## src/rtl/ex_stage.sv

```systemverilog
// -----------------------------------------------------------------------------
// ex_stage : execute stage of the 5-stage MIPS pipeline.
//
// Registers the decode->execute bus, evaluates the single-cycle ALU, issues the
// data-SRAM request for loads/stores, owns HI/LO and a sequential 32-step
// restoring divider for div/divu. While a divide is in flight the stage raises
// stallreq_for_ex so the pipeline controller freezes the front end.
//
// Ports
//   clk              in   1     rising-edge clock
//   rst              in   1     asynchronous active-high reset
//   stall            in   6     stall vector, bit2 = decode, bit3 = execute
//   id_to_ex_bus     in   159   {pc,inst,alu_op,src1,src2,ram_en,ram_wen,
//                                rf_we,rf_waddr,sel_rf_res,data1,data2}
//   stallreq_for_ex  out  1     divide in progress
//   ex_is_load       out  1     registered instruction is lw
//   ex_to_mem_bus    out  76    {pc,ram_en,ram_wen,sel_rf_res,rf_we,rf_waddr,ex_result}
//   ex_to_rf_bus     out  38    {rf_we,rf_waddr,ex_result} forwarding to decode
//   data_sram_*      out        data-SRAM request (en, wen, addr, wdata)
// -----------------------------------------------------------------------------
module ex_stage #(
    parameter int ID_TO_EX_WD  = 159,
    parameter int EX_TO_MEM_WD = 76,
    parameter int EX_TO_RF_WD  = 38,
    parameter int DIV_ITERS    = 32
) (
    input  logic                    clk,
    input  logic                    rst,
    input  logic [5:0]              stall,
    input  logic [ID_TO_EX_WD-1:0]  id_to_ex_bus,
    output logic                    stallreq_for_ex,
    output logic                    ex_is_load,
    output logic [EX_TO_MEM_WD-1:0] ex_to_mem_bus,
    output logic [EX_TO_RF_WD-1:0]  ex_to_rf_bus,
    output logic                    data_sram_en,
    output logic [3:0]              data_sram_wen,
    output logic [31:0]             data_sram_addr,
    output logic [31:0]             data_sram_wdata
);

    localparam int CNT_W = $clog2(DIV_ITERS);

    typedef enum logic [1:0] {DIV_IDLE, DIV_RUN, DIV_DONE} div_state_e;

    // ---------------- pipeline register ----------------
    logic [ID_TO_EX_WD-1:0] bus_q;

    // Decode->execute register: bubble when decode stops but execute advances.
    always_ff @(posedge clk or posedge rst) begin
        if (rst) begin
            bus_q <= '0;
        end else if (stall[2] && !stall[3]) begin
            bus_q <= '0;
        end else if (!stall[2]) begin
            bus_q <= id_to_ex_bus;
        end else begin
            bus_q <= bus_q;
        end
    end

    logic [31:0] pc_s, inst_s, data1_s, data2_s;
    logic [11:0] alu_op_s;
    logic [2:0]  src1_sel_s;
    logic [3:0]  src2_sel_s, ram_wen_s;
    logic        ram_en_s, rf_we_s, sel_rf_res_s;
    logic [4:0]  rf_waddr_s;

    assign {pc_s, inst_s, alu_op_s, src1_sel_s, src2_sel_s, ram_en_s, ram_wen_s,
            rf_we_s, rf_waddr_s, sel_rf_res_s, data1_s, data2_s} = bus_q;

    // Stall bits owned by other stages and rs/rt fields are not needed here.
    logic unused_s;
    assign unused_s = ^{stall[5:4], stall[1:0], inst_s[25:16]};

    // ---------------- instruction decode for HI/LO/div ----------------
    logic is_special_s, is_mfhi_s, is_mflo_s, is_mthi_s, is_mtlo_s;
    logic is_div_s, is_divu_s, is_anydiv_s;

    assign is_special_s = (inst_s[31:26] == 6'b000000);
    assign is_mfhi_s    = is_special_s && (inst_s[5:0] == 6'b010000);
    assign is_mthi_s    = is_special_s && (inst_s[5:0] == 6'b010001);
    assign is_mflo_s    = is_special_s && (inst_s[5:0] == 6'b010010);
    assign is_mtlo_s    = is_special_s && (inst_s[5:0] == 6'b010011);
    assign is_div_s     = is_special_s && (inst_s[5:0] == 6'b011010);
    assign is_divu_s    = is_special_s && (inst_s[5:0] == 6'b011011);
    assign is_anydiv_s  = is_div_s || is_divu_s;
    assign ex_is_load   = (inst_s[31:26] == 6'b100011);

    // ---------------- ALU ----------------
    logic [31:0] imm_sext_s, imm_zext_s, src1_s, src2_s, alu_res_s;
    logic [4:0]  shamt_s;

    assign imm_sext_s = {{16{inst_s[15]}}, inst_s[15:0]};
    assign imm_zext_s = {16'h0000, inst_s[15:0]};

    assign src1_s = ({32{src1_sel_s[0]}} & data1_s)
                  | ({32{src1_sel_s[1]}} & pc_s)
                  | ({32{src1_sel_s[2]}} & {27'd0, inst_s[10:6]});
    assign src2_s = ({32{src2_sel_s[0]}} & data2_s)
                  | ({32{src2_sel_s[1]}} & imm_sext_s)
                  | ({32{src2_sel_s[2]}} & 32'd8)
                  | ({32{src2_sel_s[3]}} & imm_zext_s);
    assign shamt_s = src1_s[4:0];

    // One-hot alu_op: AND-OR of every candidate, so an all-zero op yields 0.
    always_comb begin
        alu_res_s = ({32{alu_op_s[11]}} & (src1_s + src2_s))
                  | ({32{alu_op_s[10]}} & (src1_s - src2_s))
                  | ({32{alu_op_s[9]}}  & {31'd0, ($signed(src1_s) < $signed(src2_s))})
                  | ({32{alu_op_s[8]}}  & {31'd0, (src1_s < src2_s)})
                  | ({32{alu_op_s[7]}}  & (src1_s & src2_s))
                  | ({32{alu_op_s[6]}}  & ~(src1_s | src2_s))
                  | ({32{alu_op_s[5]}}  & (src1_s | src2_s))
                  | ({32{alu_op_s[4]}}  & (src1_s ^ src2_s))
                  | ({32{alu_op_s[3]}}  & (src2_s << shamt_s))
                  | ({32{alu_op_s[2]}}  & (src2_s >> shamt_s))
                  | ({32{alu_op_s[1]}}  & 32'($signed(src2_s) >>> shamt_s))
                  | ({32{alu_op_s[0]}}  & {src2_s[15:0], 16'h0000});
    end

    // ---------------- divider ----------------
    div_state_e       state_q;
    logic [31:0]      quo_q, rem_q, dvsr_q, hi_q, lo_q;
    logic [CNT_W-1:0] cnt_q;
    logic             neg_quo_q, neg_rem_q;

    logic [32:0] trial_s;
    logic        ge_s;
    logic [31:0] rem_next_s, abs_a_s, abs_b_s, quo_fix_s, rem_fix_s;

    assign abs_a_s = (is_div_s && data1_s[31]) ? (32'd0 - data1_s) : data1_s;
    assign abs_b_s = (is_div_s && data2_s[31]) ? (32'd0 - data2_s) : data2_s;

    // Restoring step: shift the next dividend bit into the partial remainder.
    assign trial_s    = {rem_q, quo_q[31]};
    assign ge_s       = (trial_s >= {1'b0, dvsr_q});
    assign rem_next_s = ge_s ? (trial_s[31:0] - dvsr_q) : trial_s[31:0];

    assign quo_fix_s = neg_quo_q ? (32'd0 - quo_q) : quo_q;
    assign rem_fix_s = neg_rem_q ? (32'd0 - rem_q) : rem_q;

    assign stallreq_for_ex = ((state_q == DIV_IDLE) && is_anydiv_s) || (state_q == DIV_RUN);

    // Divider FSM and datapath: latch operands, iterate, then hand off in DONE.
    always_ff @(posedge clk or posedge rst) begin
        if (rst) begin
            state_q   <= DIV_IDLE;
            quo_q     <= 32'd0;
            rem_q     <= 32'd0;
            dvsr_q    <= 32'd0;
            cnt_q     <= '0;
            neg_quo_q <= 1'b0;
            neg_rem_q <= 1'b0;
        end else begin
            case (state_q)
                DIV_IDLE: begin
                    if (is_anydiv_s) begin
                        state_q   <= DIV_RUN;
                        quo_q     <= abs_a_s;
                        rem_q     <= 32'd0;
                        dvsr_q    <= abs_b_s;
                        cnt_q     <= '0;
                        neg_quo_q <= is_div_s && (data1_s[31] ^ data2_s[31]);
                        neg_rem_q <= is_div_s && data1_s[31];
                    end else begin
                        state_q <= DIV_IDLE;
                    end
                end
                DIV_RUN: begin
                    quo_q <= {quo_q[30:0], ge_s};
                    rem_q <= rem_next_s;
                    cnt_q <= cnt_q + CNT_W'(1);
                    if (cnt_q == CNT_W'(DIV_ITERS - 1)) begin
                        state_q <= DIV_DONE;
                    end else begin
                        state_q <= DIV_RUN;
                    end
                end
                DIV_DONE: state_q <= DIV_IDLE;
                default:  state_q <= DIV_IDLE;
            endcase
        end
    end

    // HI/LO: divider result wins in DONE, otherwise mthi/mtlo when execute advances.
    always_ff @(posedge clk or posedge rst) begin
        if (rst) begin
            hi_q <= 32'd0;
            lo_q <= 32'd0;
        end else if (state_q == DIV_DONE) begin
            hi_q <= rem_fix_s;
            lo_q <= quo_fix_s;
        end else if (!stall[3] && is_mthi_s) begin
            hi_q <= data1_s;
        end else if (!stall[3] && is_mtlo_s) begin
            lo_q <= data1_s;
        end else begin
            hi_q <= hi_q;
            lo_q <= lo_q;
        end
    end

    // ---------------- outputs ----------------
    logic [31:0] ex_result_s;

    assign ex_result_s = is_mfhi_s ? hi_q : (is_mflo_s ? lo_q : alu_res_s);

    assign ex_to_mem_bus = {pc_s, ram_en_s, ram_wen_s, sel_rf_res_s, rf_we_s, rf_waddr_s, ex_result_s};
    assign ex_to_rf_bus  = {rf_we_s, rf_waddr_s, ex_result_s};

    // Memory request is suppressed while the divider holds the stage.
    assign data_sram_en    = stallreq_for_ex ? 1'b0  : (ram_en_s || (ram_wen_s != 4'h0));
    assign data_sram_wen   = stallreq_for_ex ? 4'h0  : ram_wen_s;
    assign data_sram_addr  = stallreq_for_ex ? 32'd0 : ex_result_s;
    assign data_sram_wdata = stallreq_for_ex ? 32'd0 : data2_s;

endmodule

```

## config.mk

```make
export PLATFORM = sky130hd
export DESIGN_NAME = ex_stage
export DESIGN_NICKNAME = d
export VERILOG_FILES = /design/src/rtl/ex_stage.sv
export SDC_FILE = /design/constraint.sdc
export NUM_CORES = 2
export LEC_CHECK = 0
export ABC_AREA = 1
export BUFFER_PORTS_ARGS = -buffer_cell sky130_fd_sc_hd__buf_2
export CAP_MARGIN = 20
export CORE_MARGIN = 2
export CORE_UTILIZATION = 38
export CTS_BUF_LIST = sky130_fd_sc_hd__clkbuf_8
export CTS_CLUSTER_SIZE = 40
export DETAILED_ROUTE_END_ITERATION = 12
export SLEW_MARGIN = 0
export SYNTH_ARGS = -nofsm -noshare
export SYNTH_HDL_FRONTEND = slang
export SYNTH_SLANG_ARGS = --single-unit
```

## constraint.sdc

```tcl
create_clock -name clk -period 11.95 [get_ports clk]
set_input_delay 2.39 -clock clk [delete_from_list [all_inputs] [get_ports clk]]
set_output_delay 2.39 -clock clk [all_outputs]
set_load 0.01 [all_outputs]
```

==> results.md <==
- Outcome: finished clean
- F_max: 119 MHz
- CP Capture Type: output pin
- Number of flops mapped to enable cells by yosys: 0
- Reg2reg end: rem_q[13]$_DFFE_PP0P_
- Worst-Skew Late Latency: 0.70 ns
- Clock sinks: 318
- Cell row count: 103
- DIE WIDTH: 286 um
- Top post-synthesis cells by count: nand2_1, inv_1, nand3_1, nor2_1, dfrtp_1
- Critical-path cell with the highest stage delay: dfrtp_1
- Initial antenna violation count: 9
- Dominant cell type by area after synthesis: dfrtp_1
- Final wirelength: roughly 150000 um
- Endpoints failing hold: 0
- Max cap viols: 0
- Hold Crit Class: register to register
- Slew HR: 0.187
- Worst setup SP type: register
- Mapped cell area: 30300 sq um
- Comb pwr share: 0.530
- Nets: around 5300
- Delay-heaviest family, CP: simple AND/OR/NAND/NOR gates
- Slowest cell delay on critical path: 0.69 ns
- Final setup TNS: 0 ns
- CTS Buffer Depth: 3
- Cell with the most instances after synthesis: nand2_1
- Initial Utilization: 0.384
- CTS clk-pin slew, worst paths: 0.07 ns
- Tmin final: 8.40 ns
- Postcts setup bufs: 0
- Via/cell ratio: 5.71
- Fin worst setup slack: 3.55 ns
- Post-Route Utilization: 0.423
- CTS Buf Count: 60
- Std-Cell Core Area: approximately 80000 sq um
- GPL Wtd Cong: 1.05
- Total number of vias: approximately 35000
- CP startpoint: bus_q[34]$_DFFE_PP0P_
- Final period utilization: 0.703
- Wire per inst: 25.0 um
- Clock power share: 0.212
- Pwr per Cell Area: between 150 and 200 nW/um^2
- Final ANT Viol Nets: 0
- Synth Flop Type: dfrtp_1
- Yosys warns: 0
- Synth Instances: 4837
- Yosys top cell area share: 0.263
- Drt drc: 0
- Layout cells sized above 1: 0.116
- Die area: 81900 sq um
- DRT iter0 DRCs: ~4000
- Worst R2R Start: rem_q[8]$_DFFE_PP0P_
- CP Cell Sequence: nand2_1 -> nand3_2 -> buf_4 -> inv_2 -> buf_4 -> ha_1 -> a21oi_1 -> nand2_1 -> a21oi_1 -> o21ai_0 -> nand2_1 -> nand2_1 -> o21ai_0 -> nand4_1 -> nand2_1 -> a21oi_1 -> buf_2
- Pint: 2.69 mW
- Total grt overflow: 0
- Worst-margin pin slew: 1.21 ns
- Mapped Nets: 5138
- Final Max Slew Viols: 0
- Worst-path maximum fanout: 70
- Cts hold-fix bufs: 0
- Crit path capture: data_sram_addr[15]
- Syn Area/Cell: 6.26 sq um
- Final HPWL DP: ~120000 um
- Worst path depth: 17
- Clock skew: 0.0457 ns
- First-pass GRT wire length: 220000 um
- DR pass1 iterations: 6
- FF-to-FF path depth: 12
- Largest net degree at the start of global routing: about 170
- Worst slack, placed: 4.47 ns
- Cts repair resizes: 0
- Yosys cell types: 63
- Switching power: 2.75 mW
- Total GRT Usage: 0.363
- Number of top-level pins: 352
- # H-tree levels: 2
- Final setup vio count: 0
- Seq cells post-synth: approximately 320
- Sequential share of the synthesized area: 0.263
- Unrepaired setup endpoints after global routing: no
- Area Overhead vs Synth: 10.1%
- CTS tree: built
- Port buffer count: 337
- CP most frequent cell: nand2_1
- Switch share: 0.505
- Die Y-Extent: 286 um
- Crit path kind: register to output pin
- Fraction of registers with async set/reset: 1.00
- Setup slack, reg-to-reg: ~8.5 ns
- Critical Path RT: 9.56 ns
- Main area contributors after synthesis: dfrtp_1, nand2_1, nand3_1, inv_1, ha_1
- Static Leak: roughly 17 nW
- Crit path buf inv count: 4
- Maximum VDD drop: 99.9 uV
- Worst EP arrival: roughly 6 ns
- Seq pwr share: 0.258
- CTS root buf: clkbuf_8
- Vias in the first global route: approximately 32000
cell type report:
cell class / count / area (sq um)
inverter: 701 / 2640
clock buffer: 76 / 1050
timing repair buffer: 383 / 2050
antenna: 7 / 17.5
multi-input combinational: 3504 / 18100
tap: 1050 / 1310
clock inverter: 32 / 223
sequential: 318 / 7960
fill: 8767 / 45500
through the flow:
step                      hold WS (ns)  total power, mW  std cells  cell area (sq um)
after CTS                        0.485             5.38       6063              33300
after detailed placement         0.469             4.21       5955              32000
final                            0.482             5.44       6071              33300
after global placement           0.459             4.21       5955              32000
after global routing             0.512             5.79       6069              33300
after floorplan                  0.442             3.30       4837              30300
routing by layer:
metal	track usage	up-vias	share of wire
met3	0.0806	244	0.10
met5	0	-	0.00052
met4	0.163	12	0.051
met1	0.502	16500	0.43
met2	0.539	1749	0.42
li1	-	16200	-
cell families after synthesis:
| logic type | synth area share |
|---|---|
| DFF | 0.263 |
| and+or+nand+nor | 0.332 |
| adders and majority gates | 0.0561 |
| buffers and inverters | 0.141 |
| AOI/OAI and AO/OA | 0.188 |
| muxes | 0.000331 |
| xor gates and xnor gates | 0.0197 |
placed cells by master, fill, tap and decap left out, types with 8 or more instances in the layout:
cell	synthesis	layout
a21oi_1	249	249
a21o_1	13	13
nand4_1	60	60
inv_1	664	684
nand3_2	6	9
clkbuf_8	0	76
o21bai_1	21	21
o21ai_0	283	283
inv_2	31	30
nand2_2	24	24
xor2_1	55	55
dfrtp_1	318	318
ha_1	131	131
nand3_1	550	547
nor2_2	8	9
o221ai_1	55	55
a221oi_1	14	14
a21boi_1	8	8
o22ai_1	169	169
nor2_1	423	421
buf_2	51	336
nor4_1	18	18
xnor2_1	13	13
nand2_1	1168	1167
o211ai_1	62	62
nor3_2	11	11
nor3_1	49	49
buf_4	93	45
o21ai_1	46	46
state kept, by name, summed over array words and instances (netlist names):
name	count
bus_q	149
cnt_q	5
dvsr_q	32
hi_q	32
lo_q	32
neg_quo_q	1
neg_rem_q	1
quo_q	32
rem_q	32
state_q	2
worst min-delay path: stages, from the launching register on:
cell,delay [ns]
dfrtp_1,0.35
nand2_1,0.06
nand2_1,0.05
power groups by stage:
stage / Sequential, mW / Combinational [mW] / Clock [mW]
after floorplan: 1.32 / 1.98 / 0
after global placement: 1.41 / 2.80 / 0
after detailed placement: 1.41 / 2.80 / 0
after CTS: 1.39 / 2.81 / 1.17
after global routing: 1.41 / 3.16 / 1.22
final: 1.40 / 2.88 / 1.15
how the worst min path moves through the flow:
stage | start | endpoint | slack (ns) | depth (start not counted)
2_1_floorplan | hi_q[1]$_DFFE_PP0P_ | hi_q[1]$_DFFE_PP0P_ | 0.44 | 2
3_3_place_gp | hi_q[1]$_DFFE_PP0P_ | hi_q[1]$_DFFE_PP0P_ | 0.46 | 2
3_5_place_dp | hi_q[1]$_DFFE_PP0P_ | hi_q[1]$_DFFE_PP0P_ | 0.47 | 2
4_1_cts | hi_q[1]$_DFFE_PP0P_ | hi_q[1]$_DFFE_PP0P_ | 0.48 | 2
5_1_grt | dvsr_q[19]$_DFFE_PP0P_ | dvsr_q[19]$_DFFE_PP0P_ | 0.51 | 2
6_report | hi_q[1]$_DFFE_PP0P_ | hi_q[1]$_DFFE_PP0P_ | 0.48 | 2
Note: power is estimated with default switching activity, not from simulation.
